### config.mk
export PLATFORM = sky130hd
export DESIGN_NAME = alu_issue_ctrl
export DESIGN_NICKNAME = d
export VERILOG_FILES = /design/src/rtl/alu_pkg.sv /design/src/rtl/regfile8x8.sv /design/src/rtl/alu_issue_ctrl.sv
export SDC_FILE = /design/constraint.sdc
export NUM_CORES = 1
export LEC_CHECK = 0
export BUFFER_PORTS_ARGS = -buffer_cell sky130_fd_sc_hd__buf_2
export CORE_ASPECT_RATIO = 1.5
export CORE_MARGIN = 1.5
export CORE_UTILIZATION = 35
export CTS_BUF_LIST = sky130_fd_sc_hd__clkbuf_2
export DETAILED_ROUTE_END_ITERATION = 6
export SLEW_MARGIN = 20
export SYNTH_ARGS = -nofsm -noshare
export SYNTH_HDL_FRONTEND = slang
export SYNTH_SLANG_ARGS = --single-unit
### constraint.sdc
create_clock -name clk -period 5.2 [get_ports clk]
set_input_delay 0.78 -clock clk [delete_from_list [all_inputs] [get_ports clk]]
set_output_delay 0.78 -clock clk [all_outputs]
set_load 0.02 [all_outputs]
### src/rtl/alu_pkg.sv
// Shared constants for the ALU issue controller: op encodings, FSM states
// and flag bit positions within the {C,Z,N} vector.
package alu_pkg;

    localparam logic [1:0] ADD = 2'b00;
    localparam logic [1:0] AND = 2'b01;
    localparam logic [1:0] OR  = 2'b10;
    localparam logic [1:0] ADC = 2'b11;

    typedef enum logic [1:0] {
        IDLE = 2'b00,
        READ = 2'b01,
        EXEC = 2'b10,
        WB   = 2'b11
    } state_t;

    localparam int C = 2;
    localparam int Z = 1;
    localparam int N = 0;

endpackage

### src/rtl/regfile8x8.sv
// General-purpose register file: async-reset array, one synchronous write
// port and two combinational read ports.
module regfile8x8 #(
    parameter int DW   = 8,
    parameter int NREG = 8,
    parameter int AW   = $clog2(NREG)
) (
    input  logic          clk,
    input  logic          rst_n,
    input  logic          we,
    input  logic [AW-1:0] waddr,
    input  logic [DW-1:0] wdata,
    input  logic [AW-1:0] raddr_a,
    output logic [DW-1:0] rdata_a,
    input  logic [AW-1:0] raddr_b,
    output logic [DW-1:0] rdata_b
);

    logic [DW-1:0] regs [NREG];

    always_ff @(posedge clk or negedge rst_n) begin
        if (!rst_n) begin
            for (int i = 0; i < NREG; i++) begin
                regs[i] <= '0;
            end
        end else if (we) begin
            regs[waddr] <= wdata;
        end
    end

    assign rdata_a = regs[raddr_a];
    assign rdata_b = regs[raddr_b];

endmodule

### src/rtl/alu_issue_ctrl.sv
// Multi-cycle issue controller: accepts one command, drives the external ALU
// from registers, then writes result and {C,Z,N} flags back.
//
// state | meaning
// IDLE  | ready for a command; command fields latched on accept
// READ  | register file read, ALU operand/op/carry-in registers loaded
// EXEC  | ALU evaluates; result and carry captured at the end
// WB    | done pulse; result and flags written at the end
module alu_issue_ctrl
    import alu_pkg::*;
#(
    parameter int DW   = 8,
    parameter int NREG = 8
) (
    input  logic                    clk,
    input  logic                    rst_n,
    input  logic                    cmd_valid,
    output logic                    cmd_ready,
    input  logic [1:0]              cmd_op,
    input  logic [$clog2(NREG)-1:0] cmd_rd,
    input  logic [$clog2(NREG)-1:0] cmd_rs,
    input  logic                    cmd_use_imm,
    input  logic [DW-1:0]           cmd_imm,
    output logic [DW-1:0]           alu_a,
    output logic [DW-1:0]           alu_b,
    output logic [1:0]              alu_op,
    output logic                    alu_cin,
    input  logic [DW-1:0]           alu_result,
    input  logic [2:0]              alu_czn,
    output logic                    done,
    output logic [DW-1:0]           wb_data,
    output logic [2:0]              flags_czn,
    input  logic [$clog2(NREG)-1:0] dbg_addr,
    output logic [DW-1:0]           dbg_data
);

    localparam int AW = $clog2(NREG);

    state_t        state;
    logic [1:0]    op_q;
    logic [AW-1:0] rd_q;
    logic [AW-1:0] rs_q;
    logic          use_imm_q;
    logic [DW-1:0] imm_q;
    logic          carry_q;
    logic          accept;
    logic [DW-1:0] rd_val;
    logic [DW-1:0] port_b_val;
    logic [AW-1:0] port_b_addr;
    logic          unused_czn;

    // Z and N are derived locally from the result, so the ALU's own copies are dropped.
    assign unused_czn = ^alu_czn[Z:N];

    assign cmd_ready = (state == IDLE);
    assign accept    = cmd_valid && cmd_ready;

    // The second read port serves the rs operand during READ and debug otherwise.
    assign port_b_addr = (state == READ) ? rs_q : dbg_addr;
    assign dbg_data    = port_b_val;

    regfile8x8 #(
        .DW   (DW),
        .NREG (NREG)
    ) u_regfile (
        .clk     (clk),
        .rst_n   (rst_n),
        .we      (state == WB),
        .waddr   (rd_q),
        .wdata   (wb_data),
        .raddr_a (rd_q),
        .rdata_a (rd_val),
        .raddr_b (port_b_addr),
        .rdata_b (port_b_val)
    );

    always_ff @(posedge clk or negedge rst_n) begin
        if (!rst_n) begin
            state <= IDLE;
        end else begin
            case (state)
                IDLE:    if (accept) state <= READ;
                READ:    state <= EXEC;
                EXEC:    state <= WB;
                WB:      state <= IDLE;
                default: state <= IDLE;
            endcase
        end
    end

    always_ff @(posedge clk or negedge rst_n) begin
        if (!rst_n) begin
            op_q      <= ADD;
            rd_q      <= '0;
            rs_q      <= '0;
            use_imm_q <= 1'b0;
            imm_q     <= '0;
        end else if (accept) begin
            op_q      <= cmd_op;
            rd_q      <= cmd_rd;
            rs_q      <= cmd_rs;
            use_imm_q <= cmd_use_imm;
            imm_q     <= cmd_imm;
        end
    end

    // ADC is issued to the ALU as a plain ADD with the stored carry injected.
    always_ff @(posedge clk or negedge rst_n) begin
        if (!rst_n) begin
            alu_a   <= '0;
            alu_b   <= '0;
            alu_op  <= ADD;
            alu_cin <= 1'b0;
        end else if (state == READ) begin
            alu_a   <= rd_val;
            alu_b   <= use_imm_q ? imm_q : port_b_val;
            alu_op  <= (op_q == ADC) ? ADD : op_q;
            alu_cin <= (op_q == ADC) && flags_czn[C];
        end
    end

    // wb_data doubles as the captured result that is written back in WB.
    always_ff @(posedge clk or negedge rst_n) begin
        if (!rst_n) begin
            done    <= 1'b0;
            wb_data <= '0;
            carry_q <= 1'b0;
        end else begin
            done <= (state == EXEC);
            if (state == EXEC) begin
                wb_data <= alu_result;
                carry_q <= alu_czn[C];
            end
        end
    end

    always_ff @(posedge clk or negedge rst_n) begin
        if (!rst_n) begin
            flags_czn <= 3'b000;
        end else if (state == WB) begin
            flags_czn[Z] <= (wb_data == '0);
            flags_czn[N] <= wb_data[DW-1];
            if (op_q == ADD || op_q == ADC) begin
                flags_czn[C] <= carry_q;
            end
        end
    end

endmodule

==> metrics.txt, run 1 <==
synth cell count leaders=115 x dfrtp_1, 52 x mux2_1, 49 x mux2_2; Cell Area, Placed=6260 um^2; Synth Area in Compound Gates=9.03%; Die H=161 um; required time worst endpoint=4420 ps; type of origin of the critical path=flip-flop; top-count cell post-synth=dfrtp_1; CTS resizes=0; Worst R2R End=alu_b[2]$_DFFE_PN0P_; leakage power=3.04 nW; Post-Route WL=13900 um; post-route ant nets=0; Synthesis Warnings=0; clock latency on the worst-skew pair=660 ps; Worst Path Arrival=3480 ps; XOR/XNOR share of the synthesized area=0%; clock skew=25.1 ps; Syn Nets=482; Max clock buf depth=2; cts bufs inserted=17; Yosys top cell by area=dfrtp_1; Total Routing Usage GR=17.1%; Die Area=17300 um^2; Finished Cell Area=6590 um^2; Critical Path End Type=primary output; final slew viol count=0; Worst-Margin Slew=1130 ps; period utilization=81.9%; Synth async-reset ratio=100%; status=complete, no violations; cts hold-fix bufs=0; Post-CTS Setup Repair Bufs=0; FILL cells=1529; share of cells above drive strength 1=35.8%; Netlist cell types=44; routed wire length per instance=19.3 um; Max FO, Critical Path=10; CP Launch Point=state[1]$_DFFE_PN0P_; routed via count=3874; reg2reg path depth=7; Layout Area Growth over Synthesis=13.8%; dpl hpwl=9560 um; row count=57; IR drop worst, VDD=0.389 mV; CTS tree=yes; Worst-path clk slew=180 ps; vias per inst=5.35; first-pass iteration count of the detailed router=4; Post-synth EDFFs=0; adder-cell share of the synthesized area=1.73%; RSZ-0062 raised after global routing=no; ranking of synthesized cells by area=dfrtp_1 50%, mux2_1 10%, mux2_2 9.5%; reg2reg start=state[1]$_DFFE_PN0P_; Synth Area in Simple Gates=7.22%; number of port buffers=71; largest net degree at the start of global routing=73; cells after synthesis=440; clk sinks=115; htree depth=4; mux cell area share after synthesis=28.7%; Achievable Freq=235 MHz; initial DRC count=243; Seq/Total Area, Yosys=49.7%; Max transition margin=24.5%; R2R Setup Slk=2380 ps; Fin. Hold Viols=0; Syn Std Cell Area=5790 um^2; Yosys reg bits=115; Final min period=4260 ps; area share of the largest cell type after synthesis=49.7%; syn_area_per_cell=13.2 um^2; antenna violations before repair=1; GP Congestion=0.823; final layout net count=546; # setup viols final=0; global route overflow=0; chip width=108 um; Setup TNS=0 ps; Max Cap Viol=0; ys flop type=dfrtp_1; DRC=0; type of the worst setup path=flip-flop to primary output; io pins=74; Core Area=16200 um^2; Starting Density=35.8%; pwr dens=702 nW/um^2; Hold/Removal Path Class=input port to asynchronous set/reset pin; first-pass GRT wire length=22000 um; Setup crit end=dbg_data[2]; Root Driver=clkbuf_2; vias in the first global route=4110; largest family of logic cells by synthesized area=multiplexers
placed cells by master (no fill, tap or decap), drive strengths merged, types with 3 or more instances in the layout:
master    netlist  routed
a211o           7       7
a21oi          15      15
a221oi         10      10
a22oi           6       6
a32o            7       7
and3            8       8
buf            17      74
bufinv          0       6
clkbuf         12      17
clkinv          0       5
clkinvlp        0       4
dfrtp         115     115
ha              8       8
inv            11      11
mux2          102     102
mux2i          28      28
mux4           10      10
nand2          17      17
nand2b          7       7
nand3           4       4
nor2           20      20
nor2b          11      11
nor3            3       3
o21ai           3       3
o22ai           7       7
layout make-up:
class,count,area (um^2),area share [%]
antenna,1,2.50,0.0380
multi-input combinational,285,2700,41.0
clock inverter,15,238,3.61
timing repair buffer,74,380,5.78
clock buffer,17,85.1,1.29
tap,206,258,3.91
sequential,115,2880,43.7
inverter,11,41.3,0.627
logic make-up (layout without fill, tap and decap cells):
logic type / Yosys count / after routing
muxes: 140 / 140
DFF: 115 / 115
and+or+nand+nor: 78 / 78
AOI/OAI and AO/OA: 59 / 59
buffers and inverters: 40 / 117
adders and majority gates: 8 / 8
other: 0 / 1
power by group:
group | switching, W | total (W) | leakage, nW | internal (W)
Sequential | 0.000469 | 0.00180 | 1.41 | 0.00133
Clock | 0.000341 | 0.000748 | 0.173 | 0.000408
Combinational | 0.00110 | 0.00208 | 1.46 | 0.000982
Total | 0.00191 | 0.00462 | 3.04 | 0.00272
state kept, by name (all words and copies together) (netlist names), 2 cells and up:
signal,count
rs_q,3
flags_czn,3
alu_a,8
op_q,2
imm_q,8
u_regfile.regs,64
rd_q,3
state,2
wb_data,8
alu_op,2
alu_b,8
critical path, cell delays in order, from the launching register on:
cell      delay (ps)
dfrtp_1          450
inv_1            120
ha_1             500
mux2i_2          710
nand2_1          160
a32o_1           300
a221oi_2         330
buf_2            240
layer usage:
layer | part of all wire, % | global-route usage, % | wire length, um | up-vias
met1 | 41 | 19.9 | 5710 | 1999
met3 | 4.1 | 4.10 | 575 | 22
li1 | - | - | - | 1747
met2 | 52 | 29.3 | 7320 | 106
met5 | 0 | 0 | 0 | -
met4 | 2.4 | 7.78 | 335 | 0
worst min path at each step:
stage                                   start                        endpoint  cells past startpoint
6_report                                rst_n  u_regfile.regs[14]$_DFFE_PN0P_                      1
4_1_cts                                 rst_n  u_regfile.regs[14]$_DFFE_PN0P_                      1
3_3_place_gp             imm_q[5]$_DFFE_PN0P_            imm_q[5]$_DFFE_PN0P_                      1
5_1_grt                                 rst_n  u_regfile.regs[14]$_DFFE_PN0P_                      1
2_1_floorplan  u_regfile.regs[31]$_DFFE_PN0P_  u_regfile.regs[31]$_DFFE_PN0P_                      1
3_5_place_dp             imm_q[7]$_DFFE_PN0P_            imm_q[7]$_DFFE_PN0P_                      1
metrics by stage:
step	hold WS [ps]	util, %	power, W	worst slack (ps)	instances
final	239	40.7	0.00462	941	724
after global routing	210	40.7	0.00493	639	724
after CTS	191	40.7	0.00467	838	723
after detailed placement	488	38.7	0.00391	1620	691
after global placement	482	38.7	0.00383	1780	691
after floorplan	466	-	0.00329	2480	440
Note: power is estimated with default switching activity, not from simulation.
==> inputs of run 2 (changes only) <==
==> constraint.sdc (replaced) <==
create_clock -name clk -period 4.47 [get_ports clk]
set_input_delay 0.6705 -clock clk [delete_from_list [all_inputs] [get_ports clk]]
set_output_delay 0.6705 -clock clk [all_outputs]
set_load 0.02 [all_outputs]
==> run 2 against run 1 <==
Non-clock buffer count up 2. Register-to-register slack got worse by 780 ps. Sequential share of layout area rose by 0.74 points. Final area is 1.7% lower. First-iteration DRC count down 8.6%. Utilization decreased by 0.68 points. Clock power shrank 16%. Combinational power grew 16%. Wire length is 2.9% higher. Largest cell class unchanged. Critical endpoint is now dbg_data[3]. Critical path type unchanged. Cell count unchanged. Global-route usage is 0.51 points higher.
==> metrics.txt, run 2 (synthesized netlist as in run 1, its figures left out) <==
status=complete, no violations; Fin. Hold Viols=0 (unchanged); final slew viol count=0 (unchanged); routed wire length per instance=19.8 um (+2.9%); clock skew=25.3 ps (+0.207 ps); met2 usage in global routing=29.8% (+0.43 points); required time worst endpoint=3800 ps (-620 ps); RSZ-0062 raised after global routing=no; chip width=108 um (unchanged); antenna violations before repair=1 (unchanged); clock latency on the worst-skew pair=650 ps (about the same); Hold/Removal Path Class=input port to asynchronous set/reset pin; Max FO, Critical Path=11 (+1); Die Area=17300 um^2 (unchanged); io pins=74 (unchanged); Worst Path Arrival=3510 ps (+30 ps); Core Area=16200 um^2 (unchanged); routed via count=3935 (+1.6%); number of port buffers=71 (unchanged); CTS resizes=0 (unchanged); # setup viols final=0 (unchanged); vias in the first global route=4146 (+0.88%); htree depth=4 (unchanged); Critical Path End Type=primary output; Max clock buf depth=2 (unchanged); share of cells above drive strength 1=35.6% (-0.19 points); Int Pwr=0.00295 W (+8.5%); Worst-path clk slew=170 ps (about the same); Setup Slack @ Placement=1050 ps (-571 ps); DRC=0 (unchanged); CTS tree=yes; R2R Setup Slk=1600 ps (-780 ps); Starting Density=35.8% (unchanged); largest net degree at the start of global routing=67 (-8.2%); pwr dens=799 nW/um^2 (+14%); Post-Route WL=14300 um (+2.9%); most common cell after layout, fill and taps aside=dfrtp_1; leakage power=3.01 nW (-0.82%); register bank with the most flops=u_regfile.regs; Final min period=4180 ps; met1 Usage GRT=21.7% (+1.8 points); Setup TNS=0 ps (unchanged); cts bufs inserted=17 (unchanged); initial DRC count=222 (-8.6%); setup ws final=289 ps (-652 ps); Max transition margin=34.9% (+10 points); Max Cap Viol=0 (unchanged); Net Switching=0.00223 W (+17%); Post-CTS Setup Repair Bufs=0 (unchanged); vias per inst=5.44 (+1.6%); clk sinks=115 (unchanged); type of origin of the critical path=flip-flop; Layout Utilization=40.0% (-0.68 points); Sequential Power Share=41.1% (+2.3 points); IR drop worst, VDD=0.428 mV (+9.9%); Clock power frac=12.2% (-4.0 points); first-pass iteration count of the detailed router=5 (+1); most frequent cells in the layout=114 x dfrtp_1, 70 x buf_2, 52 x mux2_1, 49 x mux2_2, 27 x mux2i_1; row count=57 (unchanged); reg2reg start=state[1]$_DFFE_PN0P_; period utilization=93.5%; post-route ant nets=0 (unchanged); Layout Area Growth over Synthesis=11.9%; Root Driver=clkbuf_2; Die H=161 um (unchanged); first-pass GRT wire length=22900 um (+3.9%); GRT met3 Usage=3.17% (-0.93 points); Achievable Freq=239 MHz; Worst R2R End=alu_b[3]$_DFFE_PN0P_; GR peak layer=met2; global route overflow=0 (unchanged); Pwr Total=0.00517 W (+12%); cts hold-fix bufs=0 (unchanged); type of the worst setup path=flip-flop to primary output; dpl hpwl=9910 um (+3.7%); Sw Share=43.0% (+1.8 points); GP Congestion=0.837 (+1.7%); reg2reg path depth=7 (unchanged); number of flip-flops under the largest register name=64 (unchanged); Worst-Margin Slew=973 ps (-154 ps); Total Routing Usage GR=17.6% (+0.51 points); Combinational Power Share=46.7% (+1.7 points); final layout net count=548 (+0.37%)
==> run 2: cell types whose count changed in the layout (fill, tap and decap cells not counted), sizes merged <==
cell | before | now
clkinvlp | 4 | 0
bufinv | 6 | 2
clkbuf | 17 | 22
buf | 74 | 76
clkinv | 5 | 6
==> run 2: cell type report <==
cell class | count | area (um^2)
antenna | 1 | 2.50
clock buffer | 22 | 110
clock inverter | 8 | 87.6
fill | 1533 | 9710
inverter | 11 | 41.3
multi-input combinational | 285 | 2700
sequential | 115 | 2880
tap | 206 | 258
timing repair buffer | 76 | 395
==> run 2: worst max-delay path, stage by stage (launching register included) <==
cell and delay, ps:
dfrtp_1 450, inv_1 110, ha_1 560, mux2i_2 720
nand2_1 120, a32o_1 280, a221oi_2 350, buf_2 250
==> run 2: routing by layer <==
layer | vias to the layer above | wire [um]
li1 | 1758 | -
met1 | 2051 | 5870
met2 | 104 | 7650
met3 | 22 | 542
met4 | 0 | 276
met5 | - | 0
==> run 2: worst max-delay path by stage <==
stage / endpoint / slack [ps] / start / cells after the start
floorplan: dbg_data[6] / 1860 / state[1]$_DFFE_PN0P_ / 8
global placement: dbg_data[6] / 1090 / state[1]$_DFFE_PN0P_ / 7
detailed placement: dbg_data[3] / 1050 / state[1]$_DFFE_PN0P_ / 7
CTS: dbg_data[2] / 250 / state[1]$_DFFE_PN0P_ / 7
global route: dbg_data[3] / 70 / state[1]$_DFFE_PN0P_ / 7
finish: dbg_data[3] / 290 / state[1]$_DFFE_PN0P_ / 7
==> run 2: stage by stage <==
step	area, um^2	std cells	hold WS, ps
after floorplan	5790	440	375
after global placement	6270	693	481
after detailed placement	6270	693	491
after CTS	6470	723	70.3
after global routing	6480	724	115
final	6480	724	95.5
==> run 2: power groups by stage <==
stage / registers, W / logic (W) / clock network (W)
after floorplan: 0.00198 / 0.00185 / 0
after global placement: 0.00212 / 0.00235 / 0
after detailed placement: 0.00215 / 0.00242 / 0
after CTS: 0.00213 / 0.00243 / 0.000654
after global routing: 0.00221 / 0.00260 / 0.000700
final: 0.00213 / 0.00242 / 0.000630
==> inputs of run 3 (changes only) <==
--- a/config.mk
+++ b/config.mk
@@ -6,7 +6,7 @@
 export NUM_CORES = 1
 export LEC_CHECK = 0
 export BUFFER_PORTS_ARGS = -buffer_cell sky130_fd_sc_hd__buf_2
-export CORE_ASPECT_RATIO = 1.5
+export CORE_ASPECT_RATIO = 0.9
 export CORE_MARGIN = 1.5
 export CORE_UTILIZATION = 35
 export CTS_BUF_LIST = sky130_fd_sc_hd__clkbuf_2
==> run 3 against run 2 <==
Clock skew increased by 8.1 ps. Clock-buffer cell count increased by 2. Die area about the same. Final area increased by 0.21%. Critical endpoint is now dbg_data[2]. Largest power group unchanged.
==> metrics.txt, run 3 (synthesized netlist as in run 1, its figures left out) <==
share of cells above drive strength 1=35.6% (+0.056 points); Worst-Margin Slew=1030 ps (+56.7 ps); most frequent cells in the layout=115 x dfrtp_1, 70 x buf_2, 52 x mux2_1, 49 x mux2_2, 27 x mux2i_1; Die Area=17300 um^2 (about the same); vias in the first global route=3956 (-4.6%); io pins=74 (unchanged); cts bufs inserted=17 (unchanged); final layout net count=549 (+0.18%); Critical Path End Type=primary output; final slew viol count=0 (unchanged); Post-Route WL=13900 um (-3.0%); Max transition margin=31.1% (-3.8 points); Die H=125 um (-22%); Final min period=3950 ps (-231 ps); Max FO, Critical Path=42 (+31); number of flip-flops under the largest register name=64 (unchanged); leakage power=3.02 nW (+0.39%); routed wire length per instance=19.2 um (-3.3%); pwr dens=794 nW/um^2 (-0.53%); Achievable Freq=253 MHz (+5.9%); vias per inst=5.31 (-2.3%); htree depth=4 (unchanged); type of origin of the critical path=flip-flop; Post-CTS Setup Repair Bufs=0 (unchanged); most common cell after layout, fill and taps aside=dfrtp_1; routed via count=3854 (-2.1%); Core Area=16100 um^2 (-0.36%); DRC=0 (unchanged); row count=44 (-23%); Total Routing Usage GR=17.0% (-0.53 points); type of the worst setup path=flip-flop to primary output; IR drop worst, VDD=0.420 mV (-1.9%); dpl hpwl=9600 um (-3.2%); first-pass iteration count of the detailed router=6 (+1); CTS resizes=0 (unchanged); chip width=139 um (+28%); slowest CP cell=dfrtp_1; Max clock buf depth=2 (unchanged); period utilization=88.4% (-5.2 points); Sequential cell area=2880 um^2 (about the same); Root Driver=clkbuf_2; required time worst endpoint=3800 ps (about the same); # diodes=0 (-1); first-pass GRT wire length=22400 um (-2.1%); largest net degree at the start of global routing=57 (-15%); footprint of the multi-input gates=2700 um^2 (unchanged); # setup viols final=0 (unchanged); Worst-path clk slew=170 ps (about the same); Worst Path Arrival=3280 ps (-230 ps); FILL cells=1525 (-0.52%); Cell Area, Placed=6280 um^2 (about the same); post-route ant nets=0 (unchanged); number of port buffers=71 (unchanged); CP Cell Sequence=inv_1, ha_1, buf_4, nand2b_1, o22ai_2, a32o_1, a221oi_2, buf_2; status=complete, no violations; clock latency on the worst-skew pair=680 ps (+30 ps); antenna violations before repair=1 (unchanged); global route overflow=0 (unchanged); Layout Area Growth over Synthesis=12.1%; RSZ-0062 raised after global routing=no; Setup TNS=0 ps (unchanged); Hold/Removal Path Class=input port to flip-flop; Max Cap Viol=0 (unchanged); initial DRC count=258 (+16%); Starting Density=35.9% (+0.13 points); Finished Cell Area=6490 um^2 (+0.21%); Fin. Hold Viols=0 (unchanged); CTS tree=yes; clock skew=33.4 ps (+8.10 ps); CP max stage delay=440 ps (-280 ps); clk sinks=115 (unchanged); register bank with the most flops=u_regfile.regs; GP Congestion=0.819 (-2.1%)
run 3: changes by cell type in the layout (fill, tap and decap cells not counted), sizes merged:
cell | previous run | this run
diode | 1 | 0
dlygate4sd3 | 0 | 1
clkbuf | 22 | 24
clkinv | 6 | 5
run 3: metrics by stage:
stage               setup slack, ps  power [W]  hold slack, ps  cells  util (%)
detailed placement             1230    0.00456             487    694      38.9
global placement               1320    0.00449             482    694      38.9
CTS                             454    0.00520             114    726      40.2
global route                    270    0.00554             105    726      40.2
floorplan                      1860    0.00383             375    440         -
finish                          520    0.00516             206    726      40.2
run 3: worst max-delay path: cells and delay by family (launching register included):
kind                       cells  cell delay [ps]
adders and majority gates      1              250
AOI/OAI and AO/OA              3              920
buffers and inverters          3              750
and+or+nand+nor                1              250
DFF                            1              440
run 3: per-layer routing:
layer	vias to the layer above	GRT usage, %	share of wire (%)
li1	1762	-	-
met1	1941	23.6	46
met2	131	25.2	44
met3	18	5.71	7.7
met4	2	5.51	1.6
met5	-	0	0.093
run 3: worst paths after layout:
kind                                 startpoint                             end  slack, ps  cells past startpoint
max                        state[1]$_DFFE_PN0P_                     dbg_data[2]        520                      8
min                               alu_result[7]          wb_data[7]$_DFFE_PN0P_        210                      2
max reg2reg                state[1]$_DFFE_PN0P_            alu_b[4]$_DFFE_PN0P_       1790                      8
min reg2reg                imm_q[4]$_DFFE_PN0P_            imm_q[4]$_DFFE_PN0P_        520                      1
max in group asynchronous                 rst_n  u_regfile.regs[10]$_DFFE_PN0P_       2970                      3
min in group asynchronous                 rst_n            imm_q[0]$_DFFE_PN0P_        560                      2
run 3: repair_timing:
item                                    CTS  global route
hold buffers                              1             0
endpoints found under the setup margin    0             0
hold endpoints to repair                 36             0
run 3: final cells by class:
cell class | count | share of cell area [%]
flip-flops and latches | 115 | 44.3
multi-input cells | 285 | 41.6
repair buffers | 77 | 6.25
well taps | 207 | 3.99
clock buffers | 24 | 1.85
clock inverters | 7 | 1.29
inverters | 11 | 0.636
run 3: power breakdown:
part | internal, W | switching, W
clock network | 0.000264 | 0.000359
registers | 0.00154 | 0.000533
logic | 0.00115 | 0.00131
total | 0.00295 | 0.00220
